===== src/rtl/img_pkg.sv =====
// Shared definitions for the image data-memory path.
//   arb_state_t          : write-port arbiter states
//   REQ_CAM / REQ_HOST   : requester indices (bit positions in err_drop / rearm)
//   DMEM_ADDR_W / _DATA_W: default dmem geometry (128 lines x 16 px x 16 b)
package img_pkg;

  typedef enum logic [1:0] {
    IDLE     = 2'd0,
    GNT_CAM  = 2'd1,
    GNT_HOST = 2'd2
  } arb_state_t;

  localparam int unsigned REQ_CAM     = 0;
  localparam int unsigned REQ_HOST    = 1;

  localparam int unsigned DMEM_ADDR_W = 7;
  localparam int unsigned DMEM_DATA_W = 256;

endpackage


===== src/rtl/dmem_wr_arbiter.sv =====
// Arbitrates the single dmem write port between the camera capture path
// (CAM) and the SPART host image loader (HOST). Grants are locked for a
// burst and released by dropping req, or revoked after MAX_BURST writes.
// Ports:
//   pxlclk, rst                 : clock, synchronous active-high reset
//   cam_req/host_req            : request / hold the port
//   cam_wren/addr/data          : CAM write strobe, address, data
//   host_wren/addr/data         : HOST write strobe, address, data
//   cam_gnt/host_gnt            : registered grants
//   clr_err                     : pulse clearing err_drop (a same-cycle drop wins)
//   dmem_wren/addr/data         : registered dmem write port
//   err_drop                    : sticky dropped-write flags {HOST, CAM}
//   busy                        : either grant is high
module dmem_wr_arbiter
  import img_pkg::*;
#(
  parameter int unsigned MAX_BURST = 64,
  parameter int unsigned ADDR_W    = DMEM_ADDR_W,
  parameter int unsigned DATA_W    = DMEM_DATA_W
) (
  input  logic              pxlclk,
  input  logic              rst,
  input  logic              cam_req,
  input  logic              host_req,
  input  logic              cam_wren,
  input  logic              host_wren,
  input  logic [ADDR_W-1:0] cam_addr,
  input  logic [ADDR_W-1:0] host_addr,
  input  logic [DATA_W-1:0] cam_data,
  input  logic [DATA_W-1:0] host_data,
  output logic              cam_gnt,
  output logic              host_gnt,
  input  logic              clr_err,
  output logic              dmem_wren,
  output logic [ADDR_W-1:0] dmem_addr,
  output logic [DATA_W-1:0] dmem_data,
  output logic [1:0]        err_drop,
  output logic              busy
);

  localparam logic [6:0] LP_MAXB = 7'(MAX_BURST);
  localparam logic       L_CAM   = 1'(REQ_CAM);
  localparam logic       L_HOST  = 1'(REQ_HOST);

  arb_state_t        r_state, w_state_nxt;
  logic              r_last, w_last_nxt;
  logic [6:0]        r_wcnt, w_wcnt_nxt, w_wcnt_inc;
  logic [1:0]        r_rearm, w_rearm_nxt;
  logic [1:0]        r_err;
  logic              r_dmem_wren;
  logic [ADDR_W-1:0] r_dmem_addr;
  logic [DATA_W-1:0] r_dmem_data;

  logic w_cam_gnt, w_host_gnt;
  logic w_cam_elig, w_host_elig;
  logic w_cam_acc, w_host_acc;
  logic w_cam_drop, w_host_drop;

  assign w_cam_elig  = cam_req  & ~r_rearm[REQ_CAM];
  assign w_host_elig = host_req & ~r_rearm[REQ_HOST];
  assign w_cam_acc   = cam_wren  &  w_cam_gnt;
  assign w_host_acc  = host_wren &  w_host_gnt;
  assign w_cam_drop  = cam_wren  & ~w_cam_gnt;
  assign w_host_drop = host_wren & ~w_host_gnt;
  assign w_wcnt_inc  = r_wcnt + 7'd1;

  // State register
  always_ff @(posedge pxlclk) begin
    if (rst) begin
      r_state <= IDLE;
      r_last  <= L_HOST;
      r_wcnt  <= '0;
      r_rearm <= '0;
    end else begin
      r_state <= w_state_nxt;
      r_last  <= w_last_nxt;
      r_wcnt  <= w_wcnt_nxt;
      r_rearm <= w_rearm_nxt;
    end
  end

  // Next-state logic
  always_comb begin
    w_state_nxt = r_state;
    w_last_nxt  = r_last;
    w_wcnt_nxt  = r_wcnt;
    w_rearm_nxt = r_rearm;
    // rearm is released by any cycle with req low; a revoke below re-sets it
    if (!cam_req)  w_rearm_nxt[REQ_CAM]  = 1'b0;
    if (!host_req) w_rearm_nxt[REQ_HOST] = 1'b0;
    case (r_state)
      IDLE: begin
        w_wcnt_nxt = '0;
        if (w_cam_elig && w_host_elig)
          w_state_nxt = (r_last == L_CAM) ? GNT_HOST : GNT_CAM;
        else if (w_cam_elig)
          w_state_nxt = GNT_CAM;
        else if (w_host_elig)
          w_state_nxt = GNT_HOST;
      end
      GNT_CAM: begin
        if (cam_wren) w_wcnt_nxt = w_wcnt_inc;
        if (cam_wren && (w_wcnt_inc == LP_MAXB)) begin
          w_state_nxt          = IDLE;
          w_last_nxt           = L_CAM;
          w_wcnt_nxt           = '0;
          w_rearm_nxt[REQ_CAM] = 1'b1;
        end else if (!cam_req) begin
          w_state_nxt = IDLE;
          w_last_nxt  = L_CAM;
          w_wcnt_nxt  = '0;
        end
      end
      GNT_HOST: begin
        if (host_wren) w_wcnt_nxt = w_wcnt_inc;
        if (host_wren && (w_wcnt_inc == LP_MAXB)) begin
          w_state_nxt           = IDLE;
          w_last_nxt            = L_HOST;
          w_wcnt_nxt            = '0;
          w_rearm_nxt[REQ_HOST] = 1'b1;
        end else if (!host_req) begin
          w_state_nxt = IDLE;
          w_last_nxt  = L_HOST;
          w_wcnt_nxt  = '0;
        end
      end
      default: begin
        w_state_nxt = IDLE;
        w_wcnt_nxt  = '0;
      end
    endcase
  end

  // Output decode: grants come straight from the state register
  always_comb begin
    w_cam_gnt  = (r_state == GNT_CAM);
    w_host_gnt = (r_state == GNT_HOST);
  end

  // Write forwarding stage and sticky drop flags
  always_ff @(posedge pxlclk) begin
    if (rst) begin
      r_dmem_wren <= 1'b0;
      r_dmem_addr <= '0;
      r_dmem_data <= '0;
      r_err       <= '0;
    end else begin
      r_dmem_wren <= w_cam_acc | w_host_acc;
      if (w_cam_acc) begin
        r_dmem_addr <= cam_addr;
        r_dmem_data <= cam_data;
      end else if (w_host_acc) begin
        r_dmem_addr <= host_addr;
        r_dmem_data <= host_data;
      end
      r_err[REQ_CAM]  <= w_cam_drop  | (r_err[REQ_CAM]  & ~clr_err);
      r_err[REQ_HOST] <= w_host_drop | (r_err[REQ_HOST] & ~clr_err);
    end
  end

  assign cam_gnt   = w_cam_gnt;
  assign host_gnt  = w_host_gnt;
  assign busy      = w_cam_gnt | w_host_gnt;
  assign dmem_wren = r_dmem_wren;
  assign dmem_addr = r_dmem_addr;
  assign dmem_data = r_dmem_data;
  assign err_drop  = r_err;

endmodule


===== config.mk =====
export PLATFORM = sky130hd
export DESIGN_NAME = dmem_wr_arbiter
export DESIGN_NICKNAME = d
export VERILOG_FILES = /design/src/rtl/img_pkg.sv /design/src/rtl/dmem_wr_arbiter.sv
export SDC_FILE = /design/constraint.sdc
export NUM_CORES = 1
export LEC_CHECK = 0
export CAP_MARGIN = 40
export CORE_AREA = 2 2 309 311
export DETAILED_ROUTE_END_ITERATION = 10
export DIE_AREA = 0 0 311 313
export GPL_TIMING_DRIVEN = 0
export SLEW_MARGIN = 20
export SYNTH_ARGS = -nofsm -noshare
export SYNTH_HDL_FRONTEND = slang
export SYNTH_SLANG_ARGS = --single-unit

===== constraint.sdc =====
create_clock -name pxlclk -period 2.55 [get_ports pxlclk]
set_clock_uncertainty 0.1 [all_clocks]
set_input_delay 0.255 -clock pxlclk [delete_from_list [all_inputs] [get_ports pxlclk]]
set_output_delay 0.255 -clock pxlclk [all_outputs]
set_load 0.01 [all_outputs]

Word-level counts from Yosys, hierarchy flattened
Cells that the tools add are included.
Cells by class
  mux-type cells: 31
  add/sub/neg operators: 1
  eq/ne operators: 8
  bitwise operators: 17
  reduce and logical (&&, ||, !) cells: 9
Operator list (count)
  256-bit two-way mux: 2
  7-bit two-way mux: 8
  2-bit two-way mux: 8
  7-bit one-hot mux with 2 select lines: 1
  1-bit two-way mux: 10
  1-bit bitwise AND: 8
  4-bit by 3-bit != test with 1-bit output, second input constant: 2
  7-bit by 1-bit adder with 7-bit output, second input constant: 1
  7-bit == test, second input constant: 1
  3-bit by 2-bit != test with 1-bit output, second input constant: 2
  2-bit one-hot mux with 3 select lines: 1
  3-bit AND reduction: 2
  1-bit NOT: 5
  4-bit != test, second input constant: 1
  1-bit bitwise OR: 4
  2-bit nonzero test: 2
  1-bit logical AND: 3
  2-bit by 1-bit == test with 1-bit output, second input constant: 1
  2-bit == test, second input constant: 1
  2-bit zero test: 1
  1-bit one-hot mux with 2 select lines: 1
  2-bit AND reduction: 1
Word-level totals
  register bits: 278
  logic and storage cells: 74
  input bits: 533
  output and inout bits: 269

Logic depth before layout (Yosys ltp)
Gate-level depths: netlist (run 1).
  word-level depth: 6
  mapped depth: 7
  gate-level depth less buffers: 7

Worst setup path before layout (run 1)
Ideal clock, no wire load.
  path kind: register to register
  from: register r_wcnt[0]
  to: register r_state[0]
  setup time: 0.121 ns
  setup slack: 0.050 ns
  clock period less this slack: 2.500 ns
  cell stages (with the launch flop): 7
  data arrival time: 2.279 ns
  cell sequence: dfxtp_1 > ha_1 > nand4_1 > a211o_1 > a222oi_1 > o21ai_2 > mux2_4
Between the ends
  longest elaborated chain between the ends: 5
  elaborated cells on any way between the ends: 10
Ends and longest elaborated chain
  from (decl): line dmem_wr_arbiter.sv:47  | logic [6:0] r_wcnt, w_wcnt_nxt, w_wcnt_inc;
  from (signal assigned): line dmem_wr_arbiter.sv:77  | r_wcnt <= w_wcnt_nxt;
  7-bit by 1-bit adder with 7-bit output (*): line dmem_wr_arbiter.sv:65  | assign w_wcnt_inc = r_wcnt + 7'd1;
  7-bit == test (*): line dmem_wr_arbiter.sv:103, dmem_wr_arbiter.sv:116
  1-bit logical AND (on tied branches): line dmem_wr_arbiter.sv:116, dmem_wr_arbiter.sv:103
  3-bit by 2-bit != test with 1-bit output (no line), or another cell as far along
  3-bit AND reduction (no line) / 2-bit one-hot mux with 3 select lines (equally long branches)
  to (signal assigned): line dmem_wr_arbiter.sv:75  | r_state <= w_state_nxt;
  to (decl): line dmem_wr_arbiter.sv:45  | arb_state_t r_state, w_state_nxt;
Mark *: on every way between the ends. The rest lies on a longest branch, timed or not.
A chain may end at the register's enable or synchronous reset.

Final worst setup path (run 1)
  from: register r_state[1]
  to: output port busy
Between the ends
  longest elaborated chain between the ends: 2
  elaborated cells on any way between the ends: 3
Ends and longest elaborated chain
  2-bit by 1-bit == test with 1-bit output / 2-bit == test (equally long branches): line dmem_wr_arbiter.sv:136, dmem_wr_arbiter.sv:137
  1-bit bitwise OR (*): line dmem_wr_arbiter.sv:163  | assign busy = w_cam_gnt | w_host_gnt;
  to (decl): line dmem_wr_arbiter.sv:38  | output logic busy
Marked as above.

==> results.cfg, run 1 <==
[sta]
fin_crit_sh = 0.9338
finalCriticalPeriod_ns = 2.381
setup_ws_ns = 0.1688
rsz0062_at_grt = false
whs_ns = 0.06976
hold_viol = 0
timing.fmax_mhz = 420.0
relSlewSlack = 0.4697
final-setup-viol-count = 0
finalMaxSlewViolations = 0
worstMarginPinSlew_ns = 0.7954
finalSetupTns_ns = 0

[layout]
areaGrowthSynthToFinish_pct = 91.56
fillCellCount = 10311
mostFrequentLayoutCells = 800 x clkdlybuf4s50_1, 532 x nand2_1, 276 x dfxtp_1, 273 x nor2_1, 264 x a311oi_1
design_area_um2 = 22980
fin_nets = 2954
fin_util = 0.2440
drive_above_1_share = 0.06194
fin_cells = 3706
layout_commonest_cell = clkdlybuf4s50_1

[clock_network]
clock_latency_ns = 0.55
h-tree-depth = 2
cts_buffers = 36
cts_tree = yes
clockBufferDepth = 3
cts_root_buffer = clkbuf_16
clock-sinks = 278
clk_pin_slew_ns = 0.05

[place]
gp_congestion = 0.9563
dpl_cell_area_um2 = 21700
placed_cells = 3642
portBuffers = 800
dp_hpwl_um = 62820
place_ws_ns = -0.6686

[floorplanning]
rows = 113
start_util = 0.1274
fp.dieW_um = 311
die_h_um = 313
dieArea_um2 = 97340
core_area_um2 = 94160
io_pins = 802

[synth]
synthCells = 1567
synth_top_area_cell = dfxtp_1
yosysWarnings = 0
synth.top_cells.by_area = dfxtp_1 46%, a311oi_1 19%, nand2_1 17%
ys_ff_latch = 278
synthesis.area_um2 = 11990
ys_types = 45
syn_nets = 2105
ys_seq_area_frac = 0.4640
synth_top_cell_area_share = 0.4640
avgSynthCellArea_um2 = 7.654

[global_route]
grt_first_pass_wirelength_um = 108600
antenna_found_initial = 13
grt_pass1_vias = 15119
gr-usage-all-layers = 0.1522
grt_max_degree = 12
grt.overflow.total = 0

[route]
via_count = 15493
via_per_inst = 4.181
drc = 0
antenna_left = 0
wl_per_cell_um = 21.14
routed_wl_um = 78340
drt_iter0_markers = 1141
dr.pass1.iters = 5

[worst_setup_path]
end_kind = primary output
path_class = flop to primary output
cp-start-kind = flop
crit_arrival_ns = 2.03
crit_fanout = 7
regToRegSetupSlack_ns = 0.17
worstPathRequired_ns = 2.19

[status]
status = complete, no violations

[hold_path]
hold_path.class = input port to flop

[power_and_ir_drop]
ir_drop_v = 0.0003976
power.static_leakage_nw = 7.742
powerDensity_nw_per_um2 = 752.8
p_total_mw = 17.30

[job]
cap_violations = 0
==> report_power, final <==
part	total (mW)	internal [mW]	switching, mW	leakage, nW
Combinational	6.25	3.11	3.14	4.90
Sequential	5.84	5.26	0.585	2.27
Clock	5.20	3.05	2.15	0.574
==> per-layer routing <==
layer | vias to the layer above | track usage | routed length (µm)
li1 | 7191 | - | -
met5 | - | 0 | 16
met2 | 808 | 0.2460 | 35510
met3 | 115 | 0.05114 | 7256
met4 | 2 | 0.05610 | 2808
met1 | 7377 | 0.1876 | 32750
==> critical path, stage by stage (launching register included) <==
cell and delay, ns:
dfxtp_1 0.36, inv_1 0.07, ha_1 0.42, clkdlybuf4s50_1 0.62
==> sequential cells by signal, indices dropped and copies added (netlist names) <==
name	cells
r_wcnt	7
r_last	1
dmem_addr	7
dmem_data	256
r_state	2
r_rearm	2
err_drop	2
dmem_wren	1
==> what timing repair did <==
action	CTS	global route
resized for setup	46	49
gates cloned	0	0
pin swaps	1	0
buffers inserted	1	0
endpoints found under the setup margin	246	164
hold buffers	0	0
==> cell usage after synthesis (all sizes together) <==
master,n
nand2,533
dfxtp,278
nor2,273
a311oi,264
clkbuf,131
buf,17
a21oi,8
ha,5
inv,5
nand2b,5
nand3,5
nand3b,4
o21ai,4
or3,4
a211o,3
a22oi,2
mux2i,2
nand4,2
nor3,2
or2b,2
a21bo,1
a21o,1
a222oi,1
a22o,1
a31o,1
a31oi,1
a32oi,1
and2,1
and3,1
mux2,1
nand4b,1
nor2b,1
nor3b,1
o2111ai,1
o211ai,1
o21a,1
o21bai,1
o31a,1
==> cell type report <==
cell class,count,area (µm²),area share
Antenna cell,3,7.507,0.0003267
Buffer,148,676.9,0.02946
Clock buffer,50,1045,0.04547
Clock inverter,10,107.6,0.004683
Inverter,5,18.77,0.0008169
Multi-Input combinational cell,1136,5841,0.2542
Sequential cell,278,5568,0.2423
Tap cell,1265,1583,0.06889
Timing Repair Buffer,811,8129,0.3538
==> worst paths after layout <==
check                              startpoint            end  cells after the start
worst min register to register  dmem_data[14]  dmem_data[14]                      2
worst max register to register     r_state[0]  dmem_data[59]                      7
worst max-delay path               r_state[1]           busy                      3
worst min-delay path                      rst     r_state[1]                      3
==> kinds of logic (layout without fill, tap and decap cells) <==
family,count (synthesis),after routing,synth area share
AOI/OAI and AO/OA,293,293,0.2102
adders and majority gates,5,5,0.005216
buffers and inverters,153,1024,0.04966
DFF,278,278,0.4640
muxes,3,3,0.002921
other,0,3,0
and+or+nand+nor,835,835,0.2680
Power figures use the tool's default switching activity.
==> run 2, diff against run 1 <==
Settings changed: SKIP_LAST_GASP set to 1.
==> results.cfg, run 2 (synthesis results as in run 1) <==
[clock_network]
ctsHoldBuffers = 0
clock_latency_ns = 0.56
clockBufferDepth = 3
cts_tree = yes
h-tree-depth = 2
cts_buffers = 36
cts_root_buffer = clkbuf_16
clock-sinks = 278
clk_pin_slew_ns = 0.05

[layout]
drive_above_1_share = 0.06235
areaGrowthSynthToFinish_pct = 91.56
mostFrequentLayoutCells = 800 x clkdlybuf4s50_1, 533 x nand2_1, 276 x dfxtp_1, 273 x nor2_1, 264 x a311oi_1
fin_nets = 2954
largest_reg_flops = 256
layout_commonest_cell = clkdlybuf4s50_1

[worst_setup_path]
cp-start-kind = flop
ff2ff_path_depth = 7
path_cells = inv_1, ha_1, nand2_1, buf_1, buf_8, buf_1, a311oi_1
end_kind = flop
path_class = flop to flop
slowest_stage = buf_1
cp_common_cell = buf_1
worstPathRequired_ns = 2.85
crit_fanout = 10
crit_arrival_ns = 2.68
slowest_delay_ns = 0.42

[route]
wl_per_cell_um = 21.14
routed_wl_um = 78340
dr.pass1.iters = 5
drc = 0
via_per_inst = 4.180
via_count = 15492
drt_iter0_markers = 1126
antenna_left = 0

[place]
gp_congestion = 0.9563
portBuffers = 800
dp_hpwl_um = 62820

[global_route]
grt.overflow.total = 0
gr-usage-all-layers = 0.1522
grt_first_pass_wirelength_um = 108600
grt_pass1_vias = 15111
grt_max_degree = 12
antenna_found_initial = 13

[power_and_ir_drop]
p_sw_mw = 5.879
p_total_mw = 17.29
p_seq_frac = 0.338
power.static_leakage_nw = 7.749
swShare = 0.3400
internal-power_mw = 11.41
powerDensity_nw_per_um2 = 752.6
ir_drop_v = 0.0003960
p_clk_frac = 0.301
combPwrFrac = 0.361

[status]
status = complete, no violations

[job]
cap_violations = 0

[floorplanning]
dieArea_um2 = 97340
core_area_um2 = 94160
fp.dieW_um = 311
io_pins = 802
rows = 113
start_util = 0.1274
die_h_um = 313

[sta]
whs_ns = 0.06965
finalMaxSlewViolations = 0
worstMarginPinSlew_ns = 0.7894
hold_viol = 0
fin_crit_sh = 0.9345
relSlewSlack = 0.4738
timing.fmax_mhz = 419.7
finalCriticalPeriod_ns = 2.383
final-setup-viol-count = 0

[hold_path]
hold_path.class = input port to flop
min_path_cells = 3
## run 2: final timing paths
check | startpoint | slack, ns | end
setup / recovery | r_state[1] | 0.17 | dmem_data[207]
hold / removal | rst | 0.07 | r_state[1]
setup reg to reg | r_state[1] | 0.17 | dmem_data[207]
hold reg to reg | dmem_data[14] | 0.38 | dmem_data[14]
## run 2: stage by stage
step           utilization  setup slack [ns]  area, µm²  instances  TNS [ns]
4_1_cts             0.2434          -0.08528      22920       3703   -0.7160
2_1_floorplan            -           0.05027      11990       1567         0
3_5_place_dp        0.2305           -0.6686      21700       3642   -105.23
5_1_grt             0.2440          -0.01067      22970       3705  -0.02187
6_report            0.2440            0.1671      22980       3706         0
3_3_place_gp        0.2292            -1.096      21580       3632   -197.45
## run 2: routing by layer
metal,track usage,wire length (µm),part of all wire
met1,0.1876,32820,0.42
met2,0.2458,35530,0.45
met3,0.05114,7192,0.092
met4,0.05610,2774,0.035
met5,0,16,0.00020
## run 2: repair_timing
| action | CTS | global route |
|---|---|---|
| pin swaps | 1 | 0 |
| gates resized for setup | 43 | 58 |
| endpoints found under the setup margin | 246 | 244 |
| gates cloned | 0 | 0 |
| buffers inserted | 1 | 0 |
## run 2: final cells by class
type / instances / area [µm²]
well taps: 1265 / 1583
inverters: 5 / 18.77
repair buffers: 811 / 8129
fillers: 10313 / 71190
multi-input cells: 1136 / 5838
diodes: 3 / 7.507
clock buffers: 50 / 1045
clock inverters: 10 / 107.6
flip-flops and latches: 278 / 5568
plain buffers: 148 / 679.4
## run 2: worst max-delay path: cells and delay by family, from the launching register on
family / cells / cell delay [ns]
flops: 1 / 0.36
compound gates: 1 / 0.17
simple gates: 1 / 0.22
buf+inv: 4 / 1.10
fa+ha+maj: 1 / 0.27
## run 2: power groups by stage
stage                     registers [mW]  logic (mW)  clock network [mW]
after floorplan                     6.18        1.96                   0
after global placement              5.88        6.18                   0
after detailed placement            5.89        6.22                   0
after CTS                           5.82        6.28                5.38
after global routing                5.93        6.69                5.50
final                               5.84        6.25                5.20
